## src/rtl/uart_echo_buffer.sv

```systemverilog
// -----------------------------------------------------------------------------
// uart_echo_buffer
//
// Buffered UART echo engine. Received bytes are acknowledged, optionally
// transformed (upper-casing, CR -> CR LF), queued in a DEPTH-entry FIFO and
// retransmitted through the uart register handshake. The transmit side waits
// for tx_busy to rise and then fall before it moves on to the next byte.
//
// Optional feature macro: ECHO_STATS_EN
//   defined   : rx_count / tx_count / drop_count are live 16-bit wrapping
//               counters, cleared by rst only.
//   undefined : the three counter outputs are tied to zero.
//
// Ports
//   clk         in   system clock
//   rst         in   synchronous active-high reset
//   mode        in   0 raw, 1 upper-case, 2 CR->CR LF, 3 sink
//   flush       in   one-cycle pulse: empty FIFO, clear overflow
//   tx_hold     in   blocks the start of new transmissions
//   rx_data     in   received byte (uart reg_dat_do)
//   rx_valid    in   received byte available
//   rx_ack      out  one-cycle read strobe (uart reg_dat_re)
//   tx_data     out  byte to transmit (uart reg_dat_di)
//   tx_start    out  one-cycle write strobe (uart reg_dat_we)
//   tx_busy     in   uart transmitter busy
//   level       out  FIFO occupancy
//   overflow    out  sticky: a byte was dropped on a full FIFO
//   rx_count    out  accepted byte count
//   tx_count    out  tx_start count (LF included)
//   drop_count  out  full-drop count
// -----------------------------------------------------------------------------
module uart_echo_buffer #(
    parameter int DEPTH = 16,
    localparam int LVL_W = $clog2(DEPTH) + 1
) (
    input  logic             clk,
    input  logic             rst,
    input  logic [1:0]       mode,
    input  logic             flush,
    input  logic             tx_hold,
    input  logic [7:0]       rx_data,
    input  logic             rx_valid,
    output logic             rx_ack,
    output logic [7:0]       tx_data,
    output logic             tx_start,
    input  logic             tx_busy,
    output logic [LVL_W-1:0] level,
    output logic             overflow,
    output logic [15:0]      rx_count,
    output logic [15:0]      tx_count,
    output logic [15:0]      drop_count
);

    localparam int PTR_W = $clog2(DEPTH);
    localparam logic [PTR_W-1:0] PTR_ONE  = PTR_W'(1);
    localparam logic [LVL_W-1:0] LVL_ONE  = LVL_W'(1);
    localparam logic [LVL_W-1:0] FULL_LVL = LVL_W'(DEPTH);

    localparam logic [2:0] ST_IDLE    = 3'd0;
    localparam logic [2:0] ST_START   = 3'd1;
    localparam logic [2:0] ST_WAIT_HI = 3'd2;
    localparam logic [2:0] ST_WAIT_LO = 3'd3;
    localparam logic [2:0] ST_LF      = 3'd4;

    // Builds the 9-bit FIFO entry {lf, data} using the mode seen at accept,
    // so later mode changes never alter bytes already queued.
    function automatic logic [8:0] encode_entry(input logic [7:0] byte_in,
                                                input logic [1:0] mode_in);
        logic [8:0] entry;
        entry = {1'b0, byte_in};
        case (mode_in)
            2'd1: begin
                if ((byte_in >= 8'h61) && (byte_in <= 8'h7A)) begin
                    entry = {1'b0, byte_in - 8'h20};
                end else begin
                    entry = {1'b0, byte_in};
                end
            end
            2'd2:    entry = {(byte_in == 8'h0D), byte_in};
            default: entry = {1'b0, byte_in};
        endcase
        return entry;
    endfunction

    logic             rx_ack_r;
    logic [7:0]       tx_data_r;
    logic             tx_start_r;
    logic             lf_pend_r;
    logic [2:0]       state_r;
    logic [PTR_W-1:0] wr_ptr_r;
    logic [PTR_W-1:0] rd_ptr_r;
    logic [LVL_W-1:0] level_r;
    logic             overflow_r;
    logic [8:0]       mem_r [DEPTH];

    logic             accept_s;
    logic             push_req_s;
    logic             full_s;
    logic             empty_s;
    logic             push_s;
    logic             drop_s;
    logic             pop_s;
    logic [8:0]       push_entry_s;
    logic [8:0]       rd_entry_s;

    // A byte is taken while rx_ack is low; the ack itself masks the
    // still-high rx_valid in the following cycle.
    assign accept_s     = rx_valid && !rx_ack_r;
    assign push_req_s   = accept_s && (mode != 2'd3);
    assign full_s       = (level_r == FULL_LVL);
    assign empty_s      = (level_r == {LVL_W{1'b0}});
    // flush takes priority: a colliding byte is neither stored nor a drop.
    // A pop never frees room for a push in the same cycle.
    assign push_s       = push_req_s && !full_s && !flush;
    assign drop_s       = push_req_s && full_s && !flush;
    assign pop_s        = (state_r == ST_IDLE) && !empty_s && !tx_hold
                          && !tx_busy && !flush;
    assign push_entry_s = encode_entry(rx_data, mode);
    assign rd_entry_s   = mem_r[rd_ptr_r];

    // FIFO storage; unwritten entries are never read because pops need level>0.
    always_ff @(posedge clk) begin
        if (push_s) begin
            mem_r[wr_ptr_r] <= push_entry_s;
        end
    end

    // Read acknowledge: registered one-cycle pulse per accepted byte.
    always_ff @(posedge clk) begin
        if (rst) begin
            rx_ack_r <= 1'b0;
        end else begin
            rx_ack_r <= accept_s;
        end
    end

    // FIFO pointers and occupancy; pointers wrap naturally (DEPTH is 2^n).
    always_ff @(posedge clk) begin
        if (rst) begin
            wr_ptr_r <= {PTR_W{1'b0}};
            rd_ptr_r <= {PTR_W{1'b0}};
            level_r  <= {LVL_W{1'b0}};
        end else if (flush) begin
            wr_ptr_r <= {PTR_W{1'b0}};
            rd_ptr_r <= {PTR_W{1'b0}};
            level_r  <= {LVL_W{1'b0}};
        end else begin
            if (push_s) begin
                wr_ptr_r <= wr_ptr_r + PTR_ONE;
            end
            if (pop_s) begin
                rd_ptr_r <= rd_ptr_r + PTR_ONE;
            end
            case ({push_s, pop_s})
                2'b10:   level_r <= level_r + LVL_ONE;
                2'b01:   level_r <= level_r - LVL_ONE;
                default: level_r <= level_r;
            endcase
        end
    end

    // Sticky overflow flag, cleared by reset or flush.
    always_ff @(posedge clk) begin
        if (rst) begin
            overflow_r <= 1'b0;
        end else if (flush) begin
            overflow_r <= 1'b0;
        end else if (drop_s) begin
            overflow_r <= 1'b1;
        end
    end

    // Transmit FSM. tx_start is registered on leaving START, so tx_data is
    // already stable when the strobe appears. The LF state ignores tx_hold
    // so a CR LF pair is never split.
    always_ff @(posedge clk) begin
        if (rst) begin
            state_r    <= ST_IDLE;
            tx_data_r  <= 8'h00;
            tx_start_r <= 1'b0;
            lf_pend_r  <= 1'b0;
        end else begin
            tx_start_r <= 1'b0;
            case (state_r)
                ST_IDLE: begin
                    if (pop_s) begin
                        tx_data_r <= rd_entry_s[7:0];
                        lf_pend_r <= rd_entry_s[8];
                        state_r   <= ST_START;
                    end
                end
                ST_START: begin
                    tx_start_r <= 1'b1;
                    state_r    <= ST_WAIT_HI;
                end
                ST_WAIT_HI: begin
                    if (tx_busy) begin
                        state_r <= ST_WAIT_LO;
                    end
                end
                ST_WAIT_LO: begin
                    if (!tx_busy) begin
                        state_r <= lf_pend_r ? ST_LF : ST_IDLE;
                    end
                end
                ST_LF: begin
                    tx_data_r <= 8'h0A;
                    lf_pend_r <= 1'b0;
                    state_r   <= ST_START;
                end
                default: begin
                    state_r <= ST_IDLE;
                end
            endcase
        end
    end

`ifdef ECHO_STATS_EN
    logic [15:0] rx_count_r;
    logic [15:0] tx_count_r;
    logic [15:0] drop_count_r;

    // Statistics counters; wrap at 16 bits, flush does not touch them.
    always_ff @(posedge clk) begin
        if (rst) begin
            rx_count_r   <= 16'd0;
            tx_count_r   <= 16'd0;
            drop_count_r <= 16'd0;
        end else begin
            if (accept_s) begin
                rx_count_r <= rx_count_r + 16'd1;
            end
            // Leaving START is exactly the edge that raises tx_start.
            if (state_r == ST_START) begin
                tx_count_r <= tx_count_r + 16'd1;
            end
            if (drop_s) begin
                drop_count_r <= drop_count_r + 16'd1;
            end
        end
    end

    assign rx_count   = rx_count_r;
    assign tx_count   = tx_count_r;
    assign drop_count = drop_count_r;
`else
    assign rx_count   = 16'd0;
    assign tx_count   = 16'd0;
    assign drop_count = 16'd0;
`endif

    assign rx_ack   = rx_ack_r;
    assign tx_data  = tx_data_r;
    assign tx_start = tx_start_r;
    assign level    = level_r;
    assign overflow = overflow_r;

endmodule

```

## config.mk

```make
export PLATFORM = sky130hd
export DESIGN_NAME = uart_echo_buffer
export DESIGN_NICKNAME = d
export VERILOG_FILES = /design/src/rtl/uart_echo_buffer.sv
export SDC_FILE = /design/constraint.sdc
export NUM_CORES = 1
export LEC_CHECK = 0
export CORE_MARGIN = 3
export CORE_UTILIZATION = 40
export CTS_CLUSTER_DIAMETER = 200
export DETAILED_ROUTE_END_ITERATION = 8
export PLACE_DENSITY_LB_ADDON = 0.12
export SLEW_MARGIN = 20
export SYNTH_ARGS = -nofsm -noshare
export SYNTH_HDL_FRONTEND = slang
export SYNTH_SLANG_ARGS = --single-unit
```

## constraint.sdc

```tcl
create_clock -name clk -period 3.72 [get_ports clk]
set_clock_uncertainty 0.05 [all_clocks]
set_input_delay 0.558 -clock clk [delete_from_list [all_inputs] [get_ports clk]]
set_output_delay 0.558 -clock clk [all_outputs]
set_load 0.05 [all_outputs]
```

==> flow_metrics.env <==
export IMPL_cts_sinks=176
export IMPL_routabilityCongestion=0.768
export IMPL_clkLatencyLatePin_ps=430
export IMPL_setup_viol=0
export IMPL_critPathTopFamily="simple AND/OR/NAND/NOR gates"
export IMPL_hold_class="register to register"
export IMPL_ys_ff_latch=176
export IMPL_grt_pass1_wl_um=24600
export IMPL_synthArstFlopShare_pct=0
export IMPL_synthesis_area_mm2=0.00755
export IMPL_numCtsBuffers=17
export IMPL_multiInputGateArea_mm2=0.00225
export IMPL_postCtsSetupRepairBufs=0
export IMPL_crit_top_cell="ha_1"
export IMPL_cts_clk_slew_worst_paths_ps=60
export IMPL_layout_drive_gt1_share_pct=21.2
export IMPL_worstPathMaxFanout=3
export IMPL_drtIter0Drc=266
export IMPL_syn_to_final_growth_pct=15.4
export IMPL_globalRouteTotalUtil_pct=16.6
export IMPL_vias_per_cell=5.16
export IMPL_synth_seq_area_share_pct=65.8
export IMPL_n_antenna_cell=0
export IMPL_initial_core_util_pct=41.3
export IMPL_core_area_mm2=0.0183
export IMPL_drc_errors=0
export IMPL_cts_buffer_depth=2
export IMPL_postRouteAntennaNets=0
export IMPL_ios=80
export IMPL_power_w=0.00412
export IMPL_grt_pass1_vias=4100
export IMPL_grt_max_degree=34
export IMPL_p_leak_nw=2.88
export IMPL_fmax_mhz=295
export IMPL_hold_ws_ps=426
export IMPL_path_buf_inv=2
export IMPL_synth_commonest_cells="144 x edfxtp_1, 48 x buf_4, 35 x nor2_1, 32 x dfxtp_1, 32 x mux4_2"
export IMPL_fillers=1585
export IMPL_seq_area_mm2=0.00497
export IMPL_synth_top_area_share_pct=57.3
export IMPL_crit_cells=11
export IMPL_cp_cell_sequence="clkdlybuf4s50_1, ha_1, or4b_2, a21oi_1, inv_1, ha_1, ha_1, a31oi_1, o2bb2ai_1, or4_1, nand4_1"
export IMPL_ys_warn_count=0
export IMPL_hold_viol_final=0
export IMPL_final_util_pct=47.7
export IMPL_synth_top_area_cell="edfxtp_1"
export IMPL_worst_setup_path_start_kind="input port"
export IMPL_relSlewSlack_pct=40.4
export IMPL_ff2ff_path_depth=9
export IMPL_arrival_ps=3700
export IMPL_tightest_slew_ps=894
export IMPL_rows=49
export IMPL_die_area_mm2=0.0206
export IMPL_antenna_found_initial=0
export IMPL_ys_flop_type="edfxtp_1"
export IMPL_root_buffer="clkbuf_16"
export IMPL_crit_required_ps=4030
export IMPL_cts_resized=0
export IMPL_power_density_mw_per_mm2=473
export IMPL_syn_inst=481
export IMPL_status="finished clean"
export IMPL_cpMaxStageDelayCell="or4b_2"
export IMPL_period_share_pct=91.1
export IMPL_vias=4054
export IMPL_io_buffers=31
export IMPL_max_vdd_ir_drop_v=0.000326
export IMPL_synth_most_common_cell="edfxtp_1"
export IMPL_synthTopCellsByArea="edfxtp_1 57%, mux4_2 9.5%, dfxtp_1 8.5%, buf_4 4.8%, mux2i_1 2.3%"
export IMPL_synth_distinct_cells=53
export IMPL_slew_viol_final=0
export IMPL_fp_dieW_um=143
export IMPL_grt_overflow_total=0
export IMPL_critical_path_class="input port to register"
export IMPL_avgSynthCellArea_um2=15.7
export IMPL_crit_path_end_kind="register"
export IMPL_chipHeight_um=143
export IMPL_max_stage_delay_ps=660
export IMPL_synth_enable_flop_cells=144
export IMPL_drv_cap=0
export IMPL_rsz0062_at_grt="false"
export IMPL_tritoncts="built"
export IMPL_post_route_min_period_ps=3390
export IMPL_htree_levels=4
export IMPL_drt_total_wl_um=16200
export IMPL_hold_depth=2
export IMPL_nNetsFinal=573
export IMPL_dp_hpwl_um=10600
export IMPL_post_drt_wl_per_cell_um=20.6
export IMPL_firstDrtPassIters=4
export IMPL_hold_buffers=0
-- worst paths after layout --
check                   to  slack (ps)  startpoint
hold / removal    overflow         430    overflow
setup / recovery  level[4]         330     mode[1]
setup reg to reg  level[4]         730    level[0]
hold reg to reg   overflow         430    overflow
-- cells by family (layout without fill, tap and decap cells) --
kind of cell               count (synthesis)  in the layout  synth area share, %
other                                      1             48               0.0497
DFF                                      176            176                 65.8
xor gates and xnor gates                   7              7                0.812
AOI/OAI and AO/OA                         45             45                 4.56
muxes                                     56             56                 12.8
and+or+nand+nor                          101            101                 6.98
adders and majority gates                 13             13                 2.16
buffers and inverters                     82            111                 6.81
-- flip-flops by register name (all words and copies together), names as in the netlist, named ones only --
signal     cells
mem_r        144
tx_data        8
level          5
rd_ptr_r       4
wr_ptr_r       4
state_r        3
lf_pend_r      1
overflow       1
rx_ack         1
tx_start       1
-- metal layers --
layer,global-route usage (%),routed length (um),vias to the layer above
met4,5.50,212,0
met2,27.0,8000,106
met5,0,0,-
li1,-,-,1882
met1,21.9,7130,2055
met3,4.36,859,11
-- worst register-to-register path, stage by stage, from the launching register on --
cell	delay (ps)
dfxtp_1	400
or4_4	610
o211ai_4	340
inv_4	120
ha_1	240
ha_1	320
a31oi_1	180
o2bb2ai_1	110
or4_1	470
nand4_1	90
-- layout make-up --
class,count,area share (%)
clock buffers,20,5.13
clock inverters,12,1.52
inverters,12,0.546
multi-input cells,270,25.8
flip-flops and latches,176,57.0
well taps,229,3.29
repair buffers,67,6.66
-- metrics by stage --
step                cell area [um2]  worst slack [ps]  cells  setup TNS (ps)
finish                         8710               332    786               0
global route                   8710               191    786               0
CTS                            8710               348    786               0
detailed placement             8130             -86.5    754            -136
global placement               8130             -31.5    754           -31.5
floorplan                      7720               301    528               0
-- power by group --
part           leakage [nW]  internal [W]  switching, W
clock                 0.280       0.00101      0.000740
sequential             1.55       0.00214    0.00000418
combinational          1.05     0.0000473      0.000181
total                  2.88       0.00320      0.000925
-- cells in the final DEF (no fill, tap or decap), types with 6 or more instances in the layout --
master           Yosys  routed
edfxtp_1           144     144
conb_1               1      48
buf_4               48      36
nor2_1              35      35
mux4_2              32      32
clkdlybuf4s50_1      0      31
dfxtp_1             32      30
mux2i_1             17      17
clkbuf_16            0      17
nor3_1              14      14
nand2_1             13      13
ha_1                13      13
inv_1               11      11
a21oi_1             10      10
a221o_1              8       8
mux2_2               7       7
nand3_1              6       6
(Power assumes the default switching activity.)
